<file path="config.mk">
export PLATFORM = sky130hd
export DESIGN_NAME = trigger_scheduler
export DESIGN_NICKNAME = d
export VERILOG_FILES = /design/src/rtl/trigger_scheduler_pkg.sv /design/src/rtl/trigger_scheduler_rr_picker.sv /design/src/rtl/trigger_scheduler.sv
export SDC_FILE = /design/constraint.sdc
export NUM_CORES = 1
export LEC_CHECK = 0
export BUFFER_PORTS_ARGS = -buffer_cell sky130_fd_sc_hd__buf_2
export CAP_MARGIN = 25
export CORE_AREA = 2 2 66 68
export CTS_CLUSTER_DIAMETER = 120
export DETAILED_ROUTE_END_ITERATION = 8
export DIE_AREA = 0 0 68 70
export GPL_TIMING_DRIVEN = 0
export PLACE_DENSITY = 0.85
export SYNTH_ARGS = -nofsm -noshare
export SYNTH_HDL_FRONTEND = slang
export SYNTH_HIERARCHICAL = 1
export SYNTH_SLANG_ARGS = --single-unit
</file>
<file path="constraint.sdc">
create_clock -name clk -period 4.2 [get_ports clk]
set_clock_uncertainty 0.05 [all_clocks]
set_input_delay 0.42 -clock clk [delete_from_list [all_inputs] [get_ports clk]]
set_output_delay 0.42 -clock clk [all_outputs]
set_load 0.01 [all_outputs]
</file>
<file path="src/rtl/trigger_scheduler_pkg.sv">
// Shared types and constants for the trigger scheduler.
package trigger_scheduler_pkg;

  // Offer/holdoff sequencing states
  typedef enum logic [1:0] {
    ST_IDLE    = 2'd0,
    ST_OFFER   = 2'd1,
    ST_HOLDOFF = 2'd2
  } state_e;

  // cfg_wdata field positions
  localparam int unsigned ENABLE_BIT   = 0;
  localparam int unsigned POLARITY_BIT = 1;

  // Per-channel edge_detect value after reset (rising edge)
  localparam logic EDGE_DETECT_RST = 1'b1;

  // Cycles edge_in is ignored after a config write, write cycle included
  localparam int unsigned SETTLE_LEN = 3;
  localparam int unsigned SETTLE_W   = $clog2(SETTLE_LEN);

endpackage

</file>
<file path="src/rtl/trigger_scheduler_rr_picker.sv">
// Round-robin picker: first set bit of i_pending at or after i_rr_ptr,
// wrapping at CHANNELS (which need not be a power of two).
module trigger_scheduler_rr_picker #(
  parameter int unsigned CHANNELS = 4,
  parameter int unsigned CH_W     = 2
) (
  input  logic [CHANNELS-1:0] i_pending,
  input  logic [CH_W-1:0]     i_rr_ptr,
  output logic                o_found,
  output logic [CH_W-1:0]     o_index
);

  int unsigned w_j;

  // Scan CHANNELS positions starting at the pointer, keep the first hit
  always_comb begin
    o_found = 1'b0;
    o_index = '0;
    w_j     = 0;
    for (int unsigned k = 0; k < CHANNELS; k++) begin
      w_j = 32'(i_rr_ptr) + k;
      if (w_j >= CHANNELS) begin
        w_j = w_j - CHANNELS;
      end
      if (!o_found && (((i_pending >> w_j) & CHANNELS'(1)) != '0)) begin
        o_found = 1'b1;
        o_index = CH_W'(w_j);
      end
    end
  end

endmodule

</file>
<file path="src/rtl/trigger_scheduler.sv">
// Trigger scheduler: captures conditioner edge pulses into one pending slot
// per channel and offers them one at a time, round-robin, with holdoff.
module trigger_scheduler
  import trigger_scheduler_pkg::*;
#(
  parameter int unsigned CHANNELS  = 4,
  parameter int unsigned CH_W      = 2,
  parameter int unsigned HOLDOFF_W = 8
) (
  input  logic                 clk,
  input  logic                 reset,
  input  logic [CHANNELS-1:0]  edge_in,
  output logic [CHANNELS-1:0]  edge_detect,
  input  logic                 cfg_we,
  input  logic [CH_W-1:0]      cfg_addr,
  input  logic [1:0]           cfg_wdata,
  input  logic [HOLDOFF_W-1:0] holdoff,
  output logic                 event_valid,
  input  logic                 event_ready,
  output logic [CH_W-1:0]      event_channel,
  output logic [CHANNELS-1:0]  overflow,
  input  logic                 clear_overflow
);

  logic [CHANNELS-1:0]  r_enable;
  logic [CHANNELS-1:0]  r_edge_detect;
  logic [CHANNELS-1:0]  r_pending;
  logic [CHANNELS-1:0]  r_overflow;
  logic [SETTLE_W-1:0]  r_settle [CHANNELS];

  state_e               r_state;
  logic                 r_event_valid;
  logic [CH_W-1:0]      r_event_channel;
  logic [CH_W-1:0]      r_rr_ptr;
  logic [HOLDOFF_W-1:0] r_hcnt;

  logic [CHANNELS-1:0]  w_cfg_hit;
  logic [CHANNELS-1:0]  w_mask;
  logic [CHANNELS-1:0]  w_capture;
  logic [CHANNELS-1:0]  w_pick_vec;
  logic [CHANNELS-1:0]  w_pend_keep;
  logic [CHANNELS-1:0]  w_ovf_set;
  logic [CHANNELS-1:0]  w_pending_nxt;
  logic [CHANNELS-1:0]  w_overflow_nxt;
  logic                 w_found;
  logic [CH_W-1:0]      w_pick_idx;
  logic                 w_pick_take;
  logic [CH_W:0]        w_ch_inc;
  logic [CH_W-1:0]      w_rr_inc;

  state_e               w_state_nxt;
  logic                 w_valid_nxt;
  logic [CH_W-1:0]      w_ch_nxt;
  logic [CH_W-1:0]      w_rr_nxt;
  logic [HOLDOFF_W-1:0] w_hcnt_nxt;

  trigger_scheduler_rr_picker #(
    .CHANNELS (CHANNELS),
    .CH_W     (CH_W)
  ) u_rr_picker (
    .i_pending (r_pending),
    .i_rr_ptr  (r_rr_ptr),
    .o_found   (w_found),
    .o_index   (w_pick_idx)
  );

  // Config address decode and settle masking (out-of-range addresses hit nothing)
  always_comb begin
    w_cfg_hit = '0;
    w_mask    = '0;
    for (int i = 0; i < CHANNELS; i++) begin
      w_cfg_hit[i] = cfg_we && (cfg_addr == CH_W'(i));
      w_mask[i]    = w_cfg_hit[i] || (r_settle[i] != '0);
    end
  end

  assign w_capture  = edge_in & r_enable & ~w_mask;
  assign w_pick_vec = w_pick_take ? (CHANNELS'(1) << w_pick_idx) : '0;

  // Pending/overflow update; a channel being picked this cycle is no longer
  // pending, so an edge on it re-arms without counting as an overflow
  always_comb begin
    w_pend_keep    = r_pending & ~w_pick_vec;
    w_ovf_set      = w_capture & w_pend_keep;
    w_pending_nxt  = w_pend_keep | w_capture;
    for (int i = 0; i < CHANNELS; i++) begin
      if (w_cfg_hit[i] && !cfg_wdata[ENABLE_BIT]) begin
        w_pending_nxt[i] = 1'b0;
      end
    end
    w_overflow_nxt = (clear_overflow ? '0 : r_overflow) | w_ovf_set;
  end

  // Per-channel configuration, settle counters, pending and overflow state
  always_ff @(posedge clk or posedge reset) begin
    if (reset) begin
      r_enable      <= '0;
      r_edge_detect <= {CHANNELS{EDGE_DETECT_RST}};
      r_pending     <= '0;
      r_overflow    <= '0;
      for (int i = 0; i < CHANNELS; i++) begin
        r_settle[i] <= '0;
      end
    end else begin
      for (int i = 0; i < CHANNELS; i++) begin
        if (w_cfg_hit[i]) begin
          r_enable[i]      <= cfg_wdata[ENABLE_BIT];
          r_edge_detect[i] <= cfg_wdata[POLARITY_BIT];
          r_settle[i]      <= SETTLE_W'(SETTLE_LEN - 1);
        end else if (r_settle[i] != '0) begin
          r_settle[i]      <= r_settle[i] - SETTLE_W'(1);
        end
      end
      r_pending  <= w_pending_nxt;
      r_overflow <= w_overflow_nxt;
    end
  end

  // Round-robin pointer advance past the accepted channel
  assign w_ch_inc = {1'b0, r_event_channel} + (CH_W + 1)'(1);
  assign w_rr_inc = (w_ch_inc >= (CH_W + 1)'(CHANNELS)) ? '0 : w_ch_inc[CH_W-1:0];

  // Sequencer next-state and registered-output values
  always_comb begin
    w_state_nxt = r_state;
    w_valid_nxt = r_event_valid;
    w_ch_nxt    = r_event_channel;
    w_rr_nxt    = r_rr_ptr;
    w_hcnt_nxt  = r_hcnt;
    w_pick_take = 1'b0;
    unique case (r_state)
      ST_IDLE: begin
        if (w_found) begin
          w_pick_take = 1'b1;
          w_ch_nxt    = w_pick_idx;
          w_valid_nxt = 1'b1;
          w_state_nxt = ST_OFFER;
        end
      end
      ST_OFFER: begin
        if (event_ready) begin
          w_valid_nxt = 1'b0;
          w_rr_nxt    = w_rr_inc;
          if (holdoff == '0) begin
            w_state_nxt = ST_IDLE;
          end else begin
            w_hcnt_nxt  = holdoff;
            w_state_nxt = ST_HOLDOFF;
          end
        end
      end
      ST_HOLDOFF: begin
        w_hcnt_nxt = r_hcnt - HOLDOFF_W'(1);
        if (r_hcnt == HOLDOFF_W'(1)) begin
          w_state_nxt = ST_IDLE;
        end
      end
      default: begin
        w_state_nxt = ST_IDLE;
      end
    endcase
  end

  // Sequencer state register
  always_ff @(posedge clk or posedge reset) begin
    if (reset) begin
      r_state         <= ST_IDLE;
      r_event_valid   <= 1'b0;
      r_event_channel <= '0;
      r_rr_ptr        <= '0;
      r_hcnt          <= '0;
    end else begin
      r_state         <= w_state_nxt;
      r_event_valid   <= w_valid_nxt;
      r_event_channel <= w_ch_nxt;
      r_rr_ptr        <= w_rr_nxt;
      r_hcnt          <= w_hcnt_nxt;
    end
  end

  assign edge_detect   = r_edge_detect;
  assign event_valid   = r_event_valid;
  assign event_channel = r_event_channel;
  assign overflow      = r_overflow;

endmodule
</file>
After elaboration in Yosys (flattened, before gate mapping)
Index checks and enable logic that the tools add are counted.
{"block": "classes", "order_cmp": 5, "add_sub_neg": 13, "mux": 40, "shift": 5, "n_reduce_logical": 37, "eq_ne": 10, "n_bitwise": 8}
{"op": "$mux W32", "n": 4}
{"op": "$shr A4 B32 Y1", "n": 4}
{"op": "$ge A32 B3 Y1 const B", "n": 3}
{"op": "$sub A32 B3 Y32 const B", "n": 3}
{"op": "$mux W2", "n": 17}
{"op": "$reduce_bool A2 Y1", "n": 10}
{"op": "$and A4 B4 Y4", "n": 4}
{"op": "$mux W8", "n": 2}
{"op": "$pmux W8 S2", "n": 1}
{"op": "$mux W1", "n": 12}
{"op": "$logic_and A1 B1 Y1", "n": 11}
{"op": "$reduce_and A3 Y1", "n": 3}
{"op": "$eq A8 B1 Y1 const B", "n": 1}
{"op": "$logic_not A8 Y1", "n": 1}
{"op": "$mux W4", "n": 2}
{"op": "$not A4 Y4", "n": 2}
{"op": "$or A4 B4 Y4", "n": 2}
{"op": "$sub A2 B1 Y2 const B", "n": 4}
{"op": "$sub A8 B1 Y8 const B", "n": 1}
{"op": "$add A2 B1 Y3 const B", "n": 2}
{"op": "$add A2 B2 Y3 const B", "n": 2}
{"op": "$eq A2 B2 Y1 const B", "n": 3}
{"op": "$ne A2 B2 Y1 const B", "n": 3}
{"op": "$pmux W2 S3", "n": 1}
{"op": "11 further kinds", "n": 20}
{"block": "word_totals", "ff_bits": 39}

Logic depth before layout (Yosys ltp)
{"block": "logic_depth", "ltp_word": 20, "ltp_mapped": 12}

Hierarchy
Netlist, hierarchy kept.
{"module": "trigger_scheduler", "cells_per_inst": 176, "area_each_um2": 1874.3, "n_inst": 1, "seq_area_each_um2": 980.9}
{"module": "trigger_scheduler_rr_picker", "cells_per_inst": 35, "area_each_um2": 307.8, "n_inst": 1, "seq_area_each_um2": 0.0}

Least setup slack after synthesis
OpenSTA, ideal clock, no wires.
{"block": "synth_timing", "kind": "register -> register", "from": "reg r_rr_ptr[0]", "to": "reg r_overflow[2] (netlist: overflow[2])", "setup_ns": 0.134, "required_ns": 4.016, "arrival_time_ns": 2.422, "path_slack_ns": 1.594, "path_buffers": 2, "path_stages_with_launch": 12, "cell_sequence": "dfrtp_1 buf_6 inv_1 ha_1 buf_2 mux4_2 a211oi_4 a2111oi_1 a211oi_1 inv_1 o21ai_0 o22ai_1"}
{"element": "from (decl)", "line": "trigger_scheduler.sv:34", "rtl": "logic [CH_W-1:0] r_rr_ptr;"}
{"element": "from (signal assigned)", "line": "trigger_scheduler.sv:176", "rtl": "r_rr_ptr <= w_rr_nxt;"}
{"element": "branches (longest 12 deep; another with $sub A32 B3 Y32)"}
{"element": "$mux W2 (*)", "line": "trigger_scheduler_rr_picker.sv:25", "rtl": "if (!o_found && (((i_pending >> w_j) & CHANNELS'(1)) != '0)) begin"}
{"element": "via w_pick_idx[1]", "line": "trigger_scheduler.sv:46", "rtl": "logic [CH_W-1:0] w_pick_idx;"}
{"element": "$shl A1 B2 Y4 (*)", "line": "trigger_scheduler.sv:78", "rtl": "assign w_pick_vec = w_pick_take ? (CHANNELS'(1) << w_pick_idx) : '0;"}
{"element": "$mux W4 (*)", "line": "trigger_scheduler.sv:78"}
{"element": "$not A4 Y4 (*)", "line": "trigger_scheduler.sv:83", "rtl": "w_pend_keep = r_pending & ~w_pick_vec;"}
{"element": "$and A4 B4 Y4 (*)", "line": "trigger_scheduler.sv:83"}
{"element": "$and A4 B4 Y4 (*)", "line": "trigger_scheduler.sv:84", "rtl": "w_ovf_set = w_capture & w_pend_keep;"}
{"element": "$or A4 B4 Y4 (*)", "line": "trigger_scheduler.sv:91", "rtl": "w_overflow_nxt = (clear_overflow ? '0 : r_overflow) | w_ovf_set;"}
{"element": "via w_overflow_nxt[2]", "line": "trigger_scheduler.sv:44", "rtl": "logic [CHANNELS-1:0] w_overflow_nxt;"}
{"element": "to (signal assigned)", "line": "trigger_scheduler.sv:115", "rtl": "r_overflow <= w_overflow_nxt;"}
{"element": "to (decl)", "line": "trigger_scheduler.sv:28", "rtl": "logic [CHANNELS-1:0] r_overflow;"}
Mark *: on every way through the listed nets, which the timed path passes.
A chain may end at the register's enable or synchronous reset.

Final worst setup path
{"block": "layout_timing", "from": "reg r_rr_ptr[0]", "to": "reg r_overflow[3] (netlist: overflow[3])"}
Same word-level chain as after synthesis.

==> run metrics <==
Wirelength per Cell=13.8 um; initial antenna violation count=0; Post-Syn Area=2180 um2; via/cell ratio=5.63; crit path max fanout=8; worst setup path end=overflow[3]; cell row count=24; Reg-to-Reg End=overflow[3]; most common cell after layout, fill and taps aside=dfrtp_1; Starting Density=52.7%; initial DRC count=59; CTS Root Cell=clkbuf_8; endpoints failing setup=0; largest net degree at the start of global routing=40; Worst VDD drop=0.000374 V; CP required=4.32 ns; register area share after synthesis=45.0%; Fin Hold WS=0.225 ns; TritonCTS Buffers=5; Top delay family on crit path=compound AO/OA/AOI/OAI gates; largest stage delay on the critical path=0.49 ns; max_slew headroom=46.9%; layout cells sized above 1=28.8%; critical path startpoint category=register; Worst-Skew Late Latency=0.29 ns; crit path max-delay cell type=a211oi_1; DPL Wire Length=3070 um; Final Critical Period=3.12 ns; most frequent cells in the layout=dfrtp_1, buf_2, nand2_1; Clock Pin Slew Worst Setup and Hold Paths=0.08 ns; DRC viols=0; H-Tree Depth=2; Post-CTS Hold Buffers=0; Pleak=0.00115 uW; Max-cap violations=0; f_max=321 MHz; mean area per synthesized cell=10.3 um2; I/O Buffers=31; die width=68 um; RSZ-0062 raised after global routing=no; Final Max Tran Viols=0; Least-Margin Pin Slew=0.795 ns; WP depth=11; setup TNS=0 ns; post-synthesis cell type count=50; Worst Path Buf+Inv=4; post-cts sizing count=0; crit path from=r_rr_ptr[0]; reg2reg start=r_rr_ptr[0]; antenna cells=0; drt total wl=4170 um; nets=280; crit end category=register; antenna violation net count after detailed routing=0; GP Congestion=0.872; CORE AREA=4140 um2; #FFs+latches synth=39; num ports=32; Power Density=751 nW/um2; Synth Net Count=242; Vias=1699; GR Overflow Total=0; CP Class=reg -> reg; Period Utilization, post-route=74.2%; Post CTS Setup Buffer Count=0; worst-case reg-to-reg path depth=11; CTS tree=built; HP Class=in -> async; crit path cell chain=buf_6, inv_1, ha_1, buf_2, mux4_2, a211oi_4, a2111oi_1, a211oi_1, inv_1, o21ai_0, o22ai_1; final core occ=59.9%; gr usage total=20.3%; Post-Syn Instances=211; setup slack, reg-to-reg=1.08 ns; number of global-route vias before repair=1754; most frequent CP cell=inv_1; first-pass GRT wire length=7390 um; Die Area=4760 um2; area delta synth->final=13.8%; Ys Warns=6; TritonRoute pass-1 iters=4; Hold Fails Final Rpt=0; clk buf depth=2; status=finished, final reports clean; Die Ht=70 um; clk sinks=39; Arr. time, crit path=3.23 ns
[how the worst min path moves through the flow]
stage,start,end,depth (start not counted),slack [ns]
floorplan,r_enable[0],r_enable[0],2,0.40
global placement,edge_detect[0],edge_detect[0],2,0.40
detailed placement,edge_detect[0],edge_detect[0],2,0.41
CTS,reset,r_hcnt[3],2,0.25
global route,event_ready,r_state[0],2,0.30
finish,reset,r_hcnt[7],2,0.22
[flip-flops by register name, summed over array words and instances, names as in the netlist]
name	cells
edge_detect	4
r_hcnt	8
r_enable	4
event_channel	2
r_settle	8
r_state	2
r_rr_ptr	2
r_pending	4
overflow	4
event_valid	1
[cells in the mapped netlist (all sizes together)]
cell type / instances / share of area (%)
xnor2: 3 / 1.2
nor2b: 1 / 0.40
nand2: 25 / 4.3
and2: 3 / 0.86
nor3b: 2 / 0.92
mux2: 10 / 5.2
inv: 22 / 3.8
dfrtp: 35 / 40
nand2b: 2 / 0.57
o21ai: 9 / 2.1
a221o: 2 / 0.92
a211oi: 4 / 2.2
a21oi: 11 / 2.5
a41o: 1 / 0.46
nor2: 11 / 1.9
nor3: 2 / 0.69
nand3: 7 / 1.6
nor4: 2 / 1.1
dfstp: 4 / 4.8
mux4: 2 / 2.2
o32ai: 1 / 0.40
nand3b: 3 / 1.2
mux2i: 1 / 0.46
a21o: 2 / 0.69
buf: 5 / 2.0
o31ai: 2 / 0.69
ha: 10 / 5.7
o211ai: 7 / 2.9
and3b: 1 / 0.46
a22oi: 1 / 0.34
a2111oi: 1 / 0.46
or3b: 1 / 0.40
a31oi: 1 / 0.29
o22ai: 5 / 1.4
and4: 1 / 0.52
o311ai: 1 / 0.40
nand4: 5 / 1.4
or2b: 2 / 0.69
xor2: 1 / 0.40
a221oi: 1 / 0.40
a21boi: 1 / 0.86
[area by class of cell]
cell class	instances	area (um2)
Fill cell	363	1660
Inverter	22	82.6
Multi-Input combinational cell	145	1070
Clock buffer	7	76.3
Buffer	5	43.8
Sequential cell	39	981
Timing Repair Buffer	31	155
Tap cell	52	65.1
Clock inverter	1	5.00
[through the flow]
step | total power (uW) | instance area (um2) | std cells | setup slack (ns)
finish | 1870 | 2480 | 302 | 1.08
global route | 2030 | 2480 | 302 | 0.825
CTS | 1870 | 2480 | 302 | 1.12
detailed placement | 1620 | 2400 | 294 | 1.13
global placement | 1570 | 2400 | 294 | 1.19
floorplan | 1410 | 2180 | 211 | 1.59
[kinds of logic after synthesis]
| group | share of synthesized area [%] |
|---|---|
| AND/OR/NAND/NOR | 17.1 |
| flip-flops | 45.0 |
| XOR/XNOR | 1.61 |
| adder cells (fa/ha/maj) | 5.73 |
| buffers and inverters | 5.79 |
| multiplexers | 7.86 |
| AO/OA/AOI/OAI | 17.0 |
[report_power, final]
| part | total [uW] | switching [uW] | internal, uW |
|---|---|---|---|
| clock | 247 | 130 | 117 |
| combinational | 947 | 492 | 454 |
| sequential | 672 | 139 | 533 |
| total | 1870 | 761 | 1100 |
[metal layers]
layer	GRT usage [%]	vias up	share of wire, %
li1	-	833	-
met1	26.0	810	44
met2	31.9	43	48
met3	4.67	13	4.4
met4	10.0	0	2.8
met5	0	-	0
Note: power is estimated with default switching activity, not from simulation.
